[src/rtl/src_stim.sv]
// src_stim: framed AXI4-Stream stimulus source (counter/impulse/LFSR/const).
// Define SRC_GAP_EN to build the inter-frame GAP state driven by gap_len.
module src_stim #(
  parameter int          WIDTH   = 16,
  parameter int          MAX_CNT = 2048,
  parameter int          NCHAN   = 1,
  parameter string       ORDER   = "natural",
  parameter logic [31:0] SEED    = 32'h1,
  localparam int         IW      = (MAX_CNT > 1) ? $clog2(MAX_CNT) : 1,
  localparam int         UW      = (NCHAN > 1) ? $clog2(NCHAN) : 1
) (
  input  logic             clk,
  input  logic             rst,
  input  logic             en,
  input  logic [1:0]       mode,
  input  logic [WIDTH-1:0] amp,
  input  logic [IW-1:0]    imp_pos,
  input  logic [15:0]      gap_len,
  output logic [WIDTH-1:0] m_axis_tdata,
  output logic             m_axis_tvalid,
  input  logic             m_axis_tready,
  output logic             m_axis_tlast,
  output logic [UW-1:0]    m_axis_tuser,
  output logic [31:0]      frame_cnt
);

  localparam logic [31:0] SEED_I =
    (SEED == 32'h0) ? 32'h1 : SEED;
  localparam logic [31:0] POLY = 32'h8020_0003;
  localparam bit BITREV = (ORDER == "bitrev");
  localparam logic [IW-1:0] IDX_MAX = IW'(MAX_CNT - 1);
  localparam logic [UW-1:0] CH_MAX  = UW'(NCHAN - 1);

  typedef enum logic [1:0] {
    IDLE,
    RUN
`ifdef SRC_GAP_EN
    ,
    GAP
`endif
  } state_t;

  state_t           state, state_d;
  logic [IW-1:0]    idx, idx_d;
  logic [UW-1:0]    ch, ch_d;
  logic [31:0]      lfsr, lfsr_d;
  logic [1:0]       mode_q, mode_d;
  logic [WIDTH-1:0] amp_q, amp_d;
  logic [IW-1:0]    imp_q, imp_d;
  logic             vld_d;
  logic             load;
  logic             latch;
  logic             frm_inc;
  logic             hs;
  logic             last;
  logic             last_d;
  logic [WIDTH-1:0] data_d;

`ifdef SRC_GAP_EN
  logic [15:0]      gap_cnt, gap_d;
`else
  logic             unused_gap;
  assign unused_gap = ^gap_len;
`endif

  function automatic logic [31:0] lfsr_step(
    input logic [31:0] s
  );
    return s[0] ? ((s >> 1) ^ POLY) : (s >> 1);
  endfunction

  function automatic logic [IW-1:0] order_idx(
    input logic [IW-1:0] i
  );
    logic [IW-1:0] r;
    r = i;
    if (BITREV)
      for (int b = 0; b < IW; b++)
        r[b] = i[IW-1-b];
    return r;
  endfunction

  function automatic logic [WIDTH-1:0] beat_data(
    input logic [1:0]       m,
    input logic [WIDTH-1:0] a,
    input logic [IW-1:0]    ip,
    input logic [IW-1:0]    i,
    input logic [UW-1:0]    c,
    input logic [31:0]      s
  );
    logic [IW-1:0]    io;
    logic [WIDTH-1:0] r;
    io = order_idx(i);
    case (m)
      2'd0: r = WIDTH'(io)
              + WIDTH'(c) * WIDTH'(MAX_CNT);
      2'd1: r = (io == ip) ? a : '0;
      2'd2: r = WIDTH'(s);
      default: r = a;
    endcase
    return r;
  endfunction

  assign hs   = m_axis_tvalid & m_axis_tready;
  assign last = (idx == IDX_MAX) && (ch == CH_MAX);

  always_comb begin
    state_d = state;
    idx_d   = idx;
    ch_d    = ch;
    lfsr_d  = lfsr;
    mode_d  = mode_q;
    amp_d   = amp_q;
    imp_d   = imp_q;
    vld_d   = m_axis_tvalid;
    load    = 1'b0;
    latch   = 1'b0;
    frm_inc = 1'b0;
`ifdef SRC_GAP_EN
    gap_d   = gap_cnt;
`endif
    if (hs)
      lfsr_d = lfsr_step(lfsr);
    unique case (state)
      IDLE: begin
        if (en) begin
          state_d = RUN;
          latch   = 1'b1;
        end
      end
      RUN: begin
        if (!m_axis_tvalid) begin
          // first beat after leaving IDLE
          load  = 1'b1;
          vld_d = 1'b1;
        end else if (hs) begin
          if (last) begin
            frm_inc = 1'b1;
            idx_d   = '0;
            ch_d    = '0;
            if (!en) begin
              state_d = IDLE;
              vld_d   = 1'b0;
`ifdef SRC_GAP_EN
            end else if (gap_len != 16'd0) begin
              state_d = GAP;
              vld_d   = 1'b0;
              gap_d   = gap_len;
`endif
            end else begin
              latch = 1'b1;
              load  = 1'b1;
            end
          end else begin
            load = 1'b1;
            if (ch == CH_MAX) begin
              ch_d  = '0;
              idx_d = idx + IW'(1);
            end else begin
              ch_d  = ch + UW'(1);
            end
          end
        end
      end
`ifdef SRC_GAP_EN
      GAP: begin
        if (gap_cnt == 16'd1) begin
          if (en) begin
            state_d = RUN;
            latch   = 1'b1;
            load    = 1'b1;
            vld_d   = 1'b1;
          end else begin
            state_d = IDLE;
          end
        end else begin
          gap_d = gap_cnt - 16'd1;
        end
      end
`endif
      default: state_d = IDLE;
    endcase
    if (latch) begin
      mode_d = mode;
      amp_d  = amp;
      imp_d  = imp_pos;
    end
  end

  assign last_d = (idx_d == IDX_MAX)
                && (ch_d == CH_MAX);
  assign data_d = beat_data(mode_d, amp_d,
                            imp_d, idx_d,
                            ch_d, lfsr_d);

  always_ff @(posedge clk) begin
    if (rst) begin
      state         <= IDLE;
      idx           <= '0;
      ch            <= '0;
      lfsr          <= SEED_I;
      mode_q        <= '0;
      amp_q         <= '0;
      imp_q         <= '0;
      m_axis_tdata  <= '0;
      m_axis_tvalid <= 1'b0;
      m_axis_tlast  <= 1'b0;
      m_axis_tuser  <= '0;
      frame_cnt     <= '0;
`ifdef SRC_GAP_EN
      gap_cnt       <= '0;
`endif
    end else begin
      state         <= state_d;
      idx           <= idx_d;
      ch            <= ch_d;
      lfsr          <= lfsr_d;
      mode_q        <= mode_d;
      amp_q         <= amp_d;
      imp_q         <= imp_d;
      m_axis_tvalid <= vld_d;
`ifdef SRC_GAP_EN
      gap_cnt       <= gap_d;
`endif
      if (load) begin
        m_axis_tdata <= data_d;
        m_axis_tlast <= last_d;
        m_axis_tuser <= ch_d;
      end else if (!vld_d) begin
        m_axis_tlast <= 1'b0;
      end
      if (frm_inc)
        frame_cnt <= frame_cnt + 32'd1;
    end
  end

endmodule

[config.mk]
export PLATFORM = sky130hd
export DESIGN_NAME = src_stim
export DESIGN_NICKNAME = d
export VERILOG_FILES = /design/src/rtl/src_stim.sv
export SDC_FILE = /design/constraint.sdc
export NUM_CORES = 1
export LEC_CHECK = 0
export ABC_AREA = 1
export BUFFER_PORTS_ARGS = -buffer_cell sky130_fd_sc_hd__buf_2
export CAP_MARGIN = 0
export CORE_ASPECT_RATIO = 0.5
export CORE_MARGIN = 4
export CORE_UTILIZATION = 30
export DETAILED_ROUTE_END_ITERATION = 7
export HOLD_SLACK_MARGIN = 0.15
export PLACE_DENSITY = 0.59
export REMOVE_ABC_BUFFERS = 1
export SKIP_CTS_REPAIR_TIMING = 1
export SLEW_MARGIN = 20
export SYNTH_ARGS = -nofsm -noshare
export SYNTH_HDL_FRONTEND = slang
export SYNTH_SLANG_ARGS = --single-unit
[constraint.sdc]
create_clock -name clk -period 4.3 [get_ports clk]
set_input_delay 0.43 -clock clk [delete_from_list [all_inputs] [get_ports clk]]
set_output_delay 0.43 -clock clk [all_outputs]
set_load 0.01 [all_outputs]
Word level (Yosys, flattened, before mapping)
Cells that the tools add are included.
{"block": "op_classes", "n_mux": 41, "n_addsub": 4, "eq_ne": 12, "reduce_logical": 5, "bitwise_logic": 4}
{"cell": "11-bit two-way mux", "n": 6}
{"cell": "16-bit two-way mux", "n": 3}
{"cell": "16-bit one-hot mux with 3 select lines", "n": 1}
{"cell": "32-bit by 1-bit adder with 32-bit output, second input constant", "n": 1}
{"cell": "32-bit two-way mux", "n": 1}
{"cell": "11-bit == test, second input constant", "n": 2}
{"cell": "1-bit two-way mux", "n": 22}
{"cell": "11-bit by 12-bit adder with 13-bit output", "n": 1}
{"cell": "2-bit two-way mux", "n": 6}
{"cell": "11-bit by 1-bit adder with 11-bit output, second input constant", "n": 1}
{"cell": "11-bit == test", "n": 1}
{"cell": "2-bit inequality test, second input constant", "n": 5}
{"cell": "5-bit AND reduction", "n": 1}
{"cell": "2-bit by 1-bit == test with 1-bit output, second input constant", "n": 2}
{"cell": "2-bit zero test", "n": 2}
{"cell": "3-bit NOT with 4-bit output", "n": 1}
{"cell": "2-bit one-hot mux with 2 select lines", "n": 1}
{"cell": "2-bit == test, second input constant", "n": 1}
{"cell": "1-bit logical AND", "n": 2}
{"cell": "2-bit by 1-bit inequality test with 1-bit output, second input constant", "n": 1}
{"cell": "1-bit NOT", "n": 2}
{"cell": "1-bit one-hot mux with 2 select lines", "n": 1}
{"cell": "1-bit adder, second input constant", "n": 1}
{"cell": "1-bit bitwise AND", "n": 1}
{"block": "word_totals", "ff_bits": 126, "inputBits": 49, "wordCells": 79, "out_inout_bits": 51}

Depth between registers and ports, before layout
Gate-level depths: netlist of the first run.
{"block": "logic_depth", "word_depth": 10, "mapped_depth": 18, "depth_no_buf": 17}

Worst setup path before layout of the first run
OpenSTA, ideal clock, no wires.
{"block": "synth_timing", "path_kind": "register to register", "startpoint": "reg idx[0]", "endpoint": "reg m_axis_tdata[4]", "setup_slack_ns": 2.071, "path_buffers": 3, "setup_ns": 0.117, "period_less_slack_ns": 2.229, "required_ns": 4.183, "path_stages_with_launch": 16, "t_arrival_ns": 2.112, "path_cell_list": "dfxtp_1 > ha_1 > nand2_1 > nor2_4 > nand4_2 > nand2_4 > nand2_2 > buf_6 > buf_6 > buf_2 > mux2i_1 > nand2_1 > o2111ai_1 > nand2_1 > a21oi_1 > nor2_1"}
{"block": "synth_between", "elab_chain_cells": 10, "word_cells_on_any_way": 26, "classes_between": "add/sub: 2; eq/ne: 4; mux: 18; reduce/logical: 2"}
{"item": "start: declaration", "line": "44", "rtl": "logic [IW-1:0] idx, idx_d;"}
{"item": "start signal: assignment", "line": "215", "rtl": "idx <= idx_d;"}
{"item": "branches (longest 10 deep; another with 11-bit by 12-bit adder with 13-bit output)"}
{"item": "end signal: assignment", "line": "226", "rtl": "m_axis_tdata <= data_d;"}
{"item": "end: declaration", "line": "19", "rtl": "output logic [WIDTH-1:0] m_axis_tdata,"}
Several ways; the timed one is not identified.
A chain may end at the register's enable or synchronous reset.

Worst setup path after layout of the first run
{"block": "layout_timing", "startpoint": "reg m_axis_tvalid", "endpoint": "reg m_axis_tdata[4]"}
{"block": "layout_between", "elab_chain_cells": 8, "word_cells_on_any_way": 21, "classes_between": "add/sub: 1; eq/ne: 3; mux: 15; bitwise: 1; reduce/logical: 1"}
{"item": "start: declaration", "line": "20", "rtl": "output logic m_axis_tvalid,"}
{"item": "start signal: assignment", "line": "221", "rtl": "m_axis_tvalid <= vld_d;"}
{"item": "branches (longest 8 deep; another with 11-bit by 12-bit adder with 13-bit output)"}
Several ways; the timed one is not identified.

==> impl_metrics.json, run 1 <==
{
  "row_count": 36,
  "setup_violations": 0,
  "maxSlewHeadroom_pct": 37.6,
  "drt_first_pass_iters": 5,
  "async_reset_ff_share_pct": 0,
  "vias": 5712,
  "fp.dieW_um": 210,
  "area_delta_synth_final_pct": 20.1,
  "core_mm2": 0.0197,
  "fin_total_pwr_mw": 2.91,
  "synthFlopType": "dfxtp_1",
  "grt_pass1_vias": 5421,
  "start_util_pct": 30.9,
  "ir_drop_uv": 202,
  "synth.most_common_cell": "nand2_1",
  "ctsRootBufferMaster": "clkbuf_16",
  "min_period_ns": 3.31,
  "clkSlewWorstSetupHoldPaths_ns": 0.06,
  "drt_iter0_drc": 351,
  "endpoint_kind": "flop",
  "final_layout_size_suffix_gt1_share_pct": 18.5,
  "cp_data_arrival_time_ns": 3.61,
  "antennaDiodeCount": 0,
  "worstSetupStartpointType": "flop",
  "skew_ns": 0.00740,
  "die_h_um": 109,
  "synth_edf_count": 0,
  "die-area_mm2": 0.0228,
  "yosys.area.top_type_share_pct": 41.0,
  "place_hpwl_mm": 11.3,
  "synth_seq_cells": 125,
  "syn_area_mm2": 0.00610,
  "io_buffers": 83,
  "hold_viol_final": 0,
  "post-route-drc-count": 0,
  "cts_tree": "done",
  "grt_antenna_before_repair": 0,
  "cap_viol_max_count": 0,
  "fmax_mhz": 303,
  "ant_nets": 0,
  "drt-total-wl_mm": 16.0,
  "p_leak_nw": 3.29,
  "gr-usage-all-layers_pct": 14.3,
  "insertion_delay_ns": 0.41,
  "numCtsBuffers": 17,
  "worstMarginPinSlew_ns": 0.936,
  "gr-usage-met1_pct": 18.4,
  "cts_sinks": 125,
  "status": "finished clean",
  "fin_tns_setup_ns": 0,
  "synth_cell_types": 40,
  "synth_top_cell_by_area": "dfxtp_1",
  "period_share_pct": 76.9,
  "required_ns": 4.60,
  "drt-vias-per-instance": 4.67,
  "grt_setup_unrepaired": "no",
  "place.gp.congestion": 0.825,
  "cts-htree-levels": 4,
  "yosysWarnings": 0,
  "synth.avg_cell_area_um2": 7.02,
  "drv_slew": 0,
  "ys_seq_area_share_pct": 41.0,
  "hold_path.class": "input pin to flop",
  "grt_max_degree": 81,
  "wire_per_inst_um": 13.1,
  "cts_buffer_depth": 2,
  "yosys-top-cells-area": "dfxtp_1, nand2_1, nor2_1, inv_1, o21ai_0",
  "grt_pass1_wl_mm": 26.4,
  "grtUsageMet3_pct": 3.42,
  "nets": 998,
  "cp_max_fo": 27,
  "syn_inst": 869,
  "powerDensity_mw_per_mm2": 397,
  "gr-total-overflow": 0,
  "crit_type": "flop to flop",
  "ios": 100,
  "yosys-top-cells-count": "nand2_1, nor2_1, dfxtp_1",
  "grt_busiest_layer": "met2",
  "met2_usage_pct": 24.2
}
## layout make-up
type                       count  area [µm²]
clock buffer                  17         425
inverter                     109         410
sequential                   125        2500
tap                          266         333
timing repair buffer          89         460
multi-input combinational    605        3050
clock inverter                13         141
fill                        2080       12400
## worst max-delay path: stages (launching register included)
cell and delay [ns]:
dfxtp_1 0.45, nand2_2 0.09, inv_2 0.35, nand4_2 0.19, nand2_4 0.23, nand2_2 0.35
o21ai_1 0.24, buf_4 0.24, inv_2 0.08, nor2_2 0.52, nand2_1 0.11, o2111ai_1 0.10
nand2_1 0.07, a21oi_1 0.12, nor2_1 0.05
## layout by cell type, fill, tap and decap left out, drive strengths merged, types with 14 or more instances in the layout
cell type,n
nand2,180
nand4,18
nor2,146
nand3,62
a21oi,52
dfxtp,125
inv,109
o21ai,65
clkbuf,17
buf,89
mux2i,20
nor3,14
## path summary, 6_finish.rpt
path,start,to,slack [ns],cells after the start
worst max-delay path,m_axis_tvalid,m_axis_tdata[4],0.99,14
worst min-delay path,amp[9],amp_q[9],0.30,3
worst max register to register,m_axis_tvalid,m_axis_tdata[4],0.99,14
worst min register to register,frame_cnt[16],frame_cnt[16],0.46,2
## through the flow
step | setup slack (ns) | cells | hold WS, ns | area (µm²) | util, %
after global placement | 0.944 | 1194 | 0.446 | 6760 | 34.3
final | 0.994 | 1224 | 0.302 | 7330 | 37.1
after global routing | 0.618 | 1224 | 0.330 | 7330 | 37.1
after floorplan | 0.652 | 839 | 0.450 | 5960 | -
after CTS | 0.980 | 1224 | 0.293 | 7330 | 37.1
after detailed placement | 0.902 | 1194 | 0.454 | 6760 | 34.3
## power breakdown
| part | leakage, nW | internal (mW) | switching [mW] |
|---|---|---|---|
| logic | 2.00 | 0.0918 | 0.180 |
| clock network | 0.272 | 0.850 | 0.567 |
| registers | 1.02 | 1.20 | 0.0178 |
| total | 3.29 | 2.14 | 0.765 |
## sequential cells by signal (all words and copies together) (netlist names)
register       cells
frame_cnt         32
lfsr              32
amp_q             16
m_axis_tdata      16
idx               11
imp_q             11
mode_q             2
ch                 1
m_axis_tlast       1
m_axis_tuser       1
m_axis_tvalid      1
state              1
## kinds of logic (layout without fill, tap and decap cells)
group           Yosys count  in the layout  synth area share, %
fa+ha+maj                 2              2                0.410
flops                   125            125                 41.0
compound gates          135            135                 12.0
xor+xnor                 14             14                 2.01
mux                      20             20                 3.28
simple gates            434            434                 32.3
buf+inv                 139            228                 8.95
## layer usage
layer	vias to the layer above	part of all wire (%)
met4	0	1.1
met3	13	4.7
met2	97	45
met5	-	0
met1	2647	49
li1	2955	-
No activity file was read; power rests on OpenSTA's default activity.
==> inputs of run 2 (changes only) <==
--- a/config.mk
+++ b/config.mk
@@ -5,7 +5,7 @@
 export SDC_FILE = /design/constraint.sdc
 export NUM_CORES = 1
 export LEC_CHECK = 0
-export ABC_AREA = 1
+export ABC_AREA = 0
 export BUFFER_PORTS_ARGS = -buffer_cell sky130_fd_sc_hd__buf_2
 export CAP_MARGIN = 0
 export CORE_ASPECT_RATIO = 0.5
@@ -13,7 +13,7 @@
 export CORE_UTILIZATION = 30
 export DETAILED_ROUTE_END_ITERATION = 7
 export HOLD_SLACK_MARGIN = 0.15
-export PLACE_DENSITY = 0.59
+export PLACE_DENSITY = 0.61
 export REMOVE_ABC_BUFFERS = 1
 export SKIP_CTS_REPAIR_TIMING = 1
 export SLEW_MARGIN = 20
==> constraint.sdc (replaced) <==
create_clock -name clk -period 2.96 [get_ports clk]
set_input_delay 0.296 -clock clk [delete_from_list [all_inputs] [get_ports clk]]
set_output_delay 0.296 -clock clk [all_outputs]
set_load 0.01 [all_outputs]
==> run 2 against run 1 <==
  * Power rose by 47%
  * Via count fell by 13%
  * Combinational power up 42%
  * Die area is 7.3% lower
  * First-iteration DRC count down 6.6%
  * Critical path depth fell by 6
==> impl_metrics.json, run 2 <==
{
  "gr-total-overflow": 0,
  "reg.largest.list": "frame_cnt x32, lfsr x32",
  "synth.most_common_cell": "dfxtp_1",
  "holdCritStartpoint": "amp[9]",
  "setup_violations": 0,
  "syn_area_mm2": 0.00563,
  "yosys-top-cells-area": "dfxtp_1, nor2_1, mux2i_1, nand2_1, xor2_1",
  "clkSlewWorstSetupHoldPaths_ns": 0.06,
  "nets": 816,
  "cp_cell_sequence": "nand3b_4, or4_4, o211ai_1, and3_1, a2bb2o_4, nor4b_4, nand3_2, o22ai_1",
  "cts_buffer_depth": 2,
  "async_reset_ff_share_pct": 0,
  "drt-total-wl_mm": 14.8,
  "skew_ns": 0.00909,
  "antennaDiodeCount": 0,
  "fp.dieW_um": 202,
  "p_leak_nw": 3.04,
  "grt_max_degree": 52,
  "required_ns": 3.30,
  "synth.avg_cell_area_um2": 8.60,
  "cp_data_arrival_time_ns": 3.15,
  "die_h_um": 105,
  "crit_buf_inv": 0,
  "dp_cells": 973,
  "multi_input_area_mm2": 0.00301,
  "maxSlewHeadroom_pct": 42.9,
  "place_hpwl_mm": 10.4,
  "synthFlopType": "dfxtp_1",
  "worstSetupStartpointType": "flop",
  "cts_sinks": 125,
  "cap_viol_max_count": 0,
  "synth_cell_types": 55,
  "cp_top_family": "simple AND/OR/NAND/NOR gates",
  "yosysWarnings": 0,
  "grt_antenna_before_repair": 0,
  "post-route-drc-count": 0,
  "core_mm2": 0.0184,
  "row_count": 35,
  "final_common_cell": "dfxtp_1",
  "cp_max_fo": 6,
  "crit_type": "flop to flop",
  "post-route-util_pct": 39.1,
  "die-area_mm2": 0.0211,
  "final_layout_size_suffix_gt1_share_pct": 23.3,
  "syn_inst": 654,
  "regArea_mm2": 0.00251,
  "yosys-top-cells-count": "dfxtp_1, nor2_1, nand2_1",
  "mostFrequentLayoutCells": "dfxtp_1, nor2_1, nand2_1, buf_2, mux2i_1",
  "timing.rr.start": "idx[9]",
  "period_share_pct": 95.1,
  "slowest_stage": "or4_4",
  "min_path_cells": 3,
  "drt-vias-per-instance": 4.89,
  "gr-usage-all-layers_pct": 13.9,
  "grt_pass1_wl_mm": 24.2,
  "fillerInstances": 1858,
  "powerDensity_mw_per_mm2": 594,
  "drt_first_pass_iters": 5,
  "drt_iter0_drc": 328,
  "hold_viol_final": 0,
  "yosys.area.top_type_share_pct": 44.5,
  "reg2reg_depth": 8,
  "start_util_pct": 30.6,
  "worstReg2RegEnd": "m_axis_tdata[5]",
  "synth_seq_cells": 125,
  "place.gp.congestion": 0.818,
  "area_delta_synth_final_pct": 27.9,
  "min_period_ns": 2.81,
  "finalNonFillerCells": 1017,
  "status": "finished clean",
  "ir_drop_uv": 294,
  "worstMarginPinSlew_ns": 0.857,
  "ctsRootBufferMaster": "clkbuf_16",
  "worst_slack_ns": 0.146,
  "grt_setup_unrepaired": "no",
  "fin_total_pwr_mw": 4.27,
  "critPathMaxStageDelay_ns": 0.59,
  "grt_pass1_vias": 4714,
  "dp_slack_ns": 0.0641,
  "ys_seq_area_share_pct": 44.5,
  "insertion_delay_ns": 0.41,
  "hold_path.class": "input pin to flop",
  "hold_end": "amp_q[9]",
  "cts_tree": "done",
  "synth_edf_count": 0,
  "fmax_mhz": 355,
  "r2r_slack_ns": 0.15,
  "io_buffers": 83,
  "vias": 4978,
  "endpoint_kind": "flop",
  "numCtsBuffers": 17,
  "ant_nets": 0,
  "ios": 100,
  "wire_per_inst_um": 14.5,
  "cts-htree-levels": 4,
  "drv_slew": 0,
  "synth_top_cell_by_area": "dfxtp_1"
}
-- run 2: cell types whose count changed in the layout (fill, tap and decap cells not counted), moves of 10 or more --
cell and change:
inv_1 -85, nand2_1 -79, o21ai_0 -39, nand3_1 -38, buf_4 +32, nor2_1 -21
mux2i_1 +20, xor2_1 +20, inv_2 -15, a21oi_1 -10, a31oi_1 +10
-- run 2: logic make-up after synthesis --
family	Yosys count	synth area share, %
buffers and inverters	39	2.87
multiplexers	45	8.10
adder cells (fa/ha/maj)	2	0.445
flip-flops	125	44.5
AO/OA/AOI/OAI	104	11.5
XOR/XNOR	43	6.69
AND/OR/NAND/NOR	296	25.9
-- run 2: final cells by class --
class	count	area share (%)
multi-input cells	492	41.9
flip-flops and latches	125	34.9
repair buffers	123	10.4
clock buffers	19	6.16
well taps	240	4.17
clock inverters	12	2.26
inverters	6	0.313
-- run 2: metal layers --
metal  vias up  track usage (%)  wire [µm]
li1       2493                -          -
met1      2352             17.7       6890
met2       119             23.0       6850
met3        14             4.65        911
met4         0             3.36        122
met5         -                0          0
-- run 2: worst max-delay path by stage --
stage | slack, ns | end | depth (start not counted) | from
floorplan | -0.08 | m_axis_tdata[6] | 9 | idx[0]
global placement | 0.10 | m_axis_tdata[7] | 9 | idx[1]
detailed placement | 0.06 | m_axis_tdata[3] | 9 | idx[1]
CTS | 0.04 | m_axis_tdata[3] | 9 | idx[1]
global route | 0.002 | m_axis_tdata[5] | 8 | idx[9]
finish | 0.15 | m_axis_tdata[5] | 8 | idx[9]
-- run 2: power breakdown --
group	total [mW]	switching, mW	internal (mW)
clock	2.14	0.789	1.35
combinational	0.385	0.231	0.154
sequential	1.75	0.0201	1.73
total	4.27	1.04	3.23
-- run 2: through the flow --
stage	hold WS [ns]	setup TNS (ns)	area, µm²
2_1_floorplan	0.365	-0.179	5490
3_5_place_dp	0.443	0	6440
3_3_place_gp	0.438	0	6440
5_1_grt	0.164	0	7190
6_report	0.143	0	7190
4_1_cts	0.120	0	7040
-- run 2: worst register-to-register path: cells and delay by family, from the launching register on --
kind,cells,cell delay (ns)
flip-flops,1,0.44
AND/OR/NAND/NOR,5,1.59
AO/OA/AOI/OAI,3,0.72
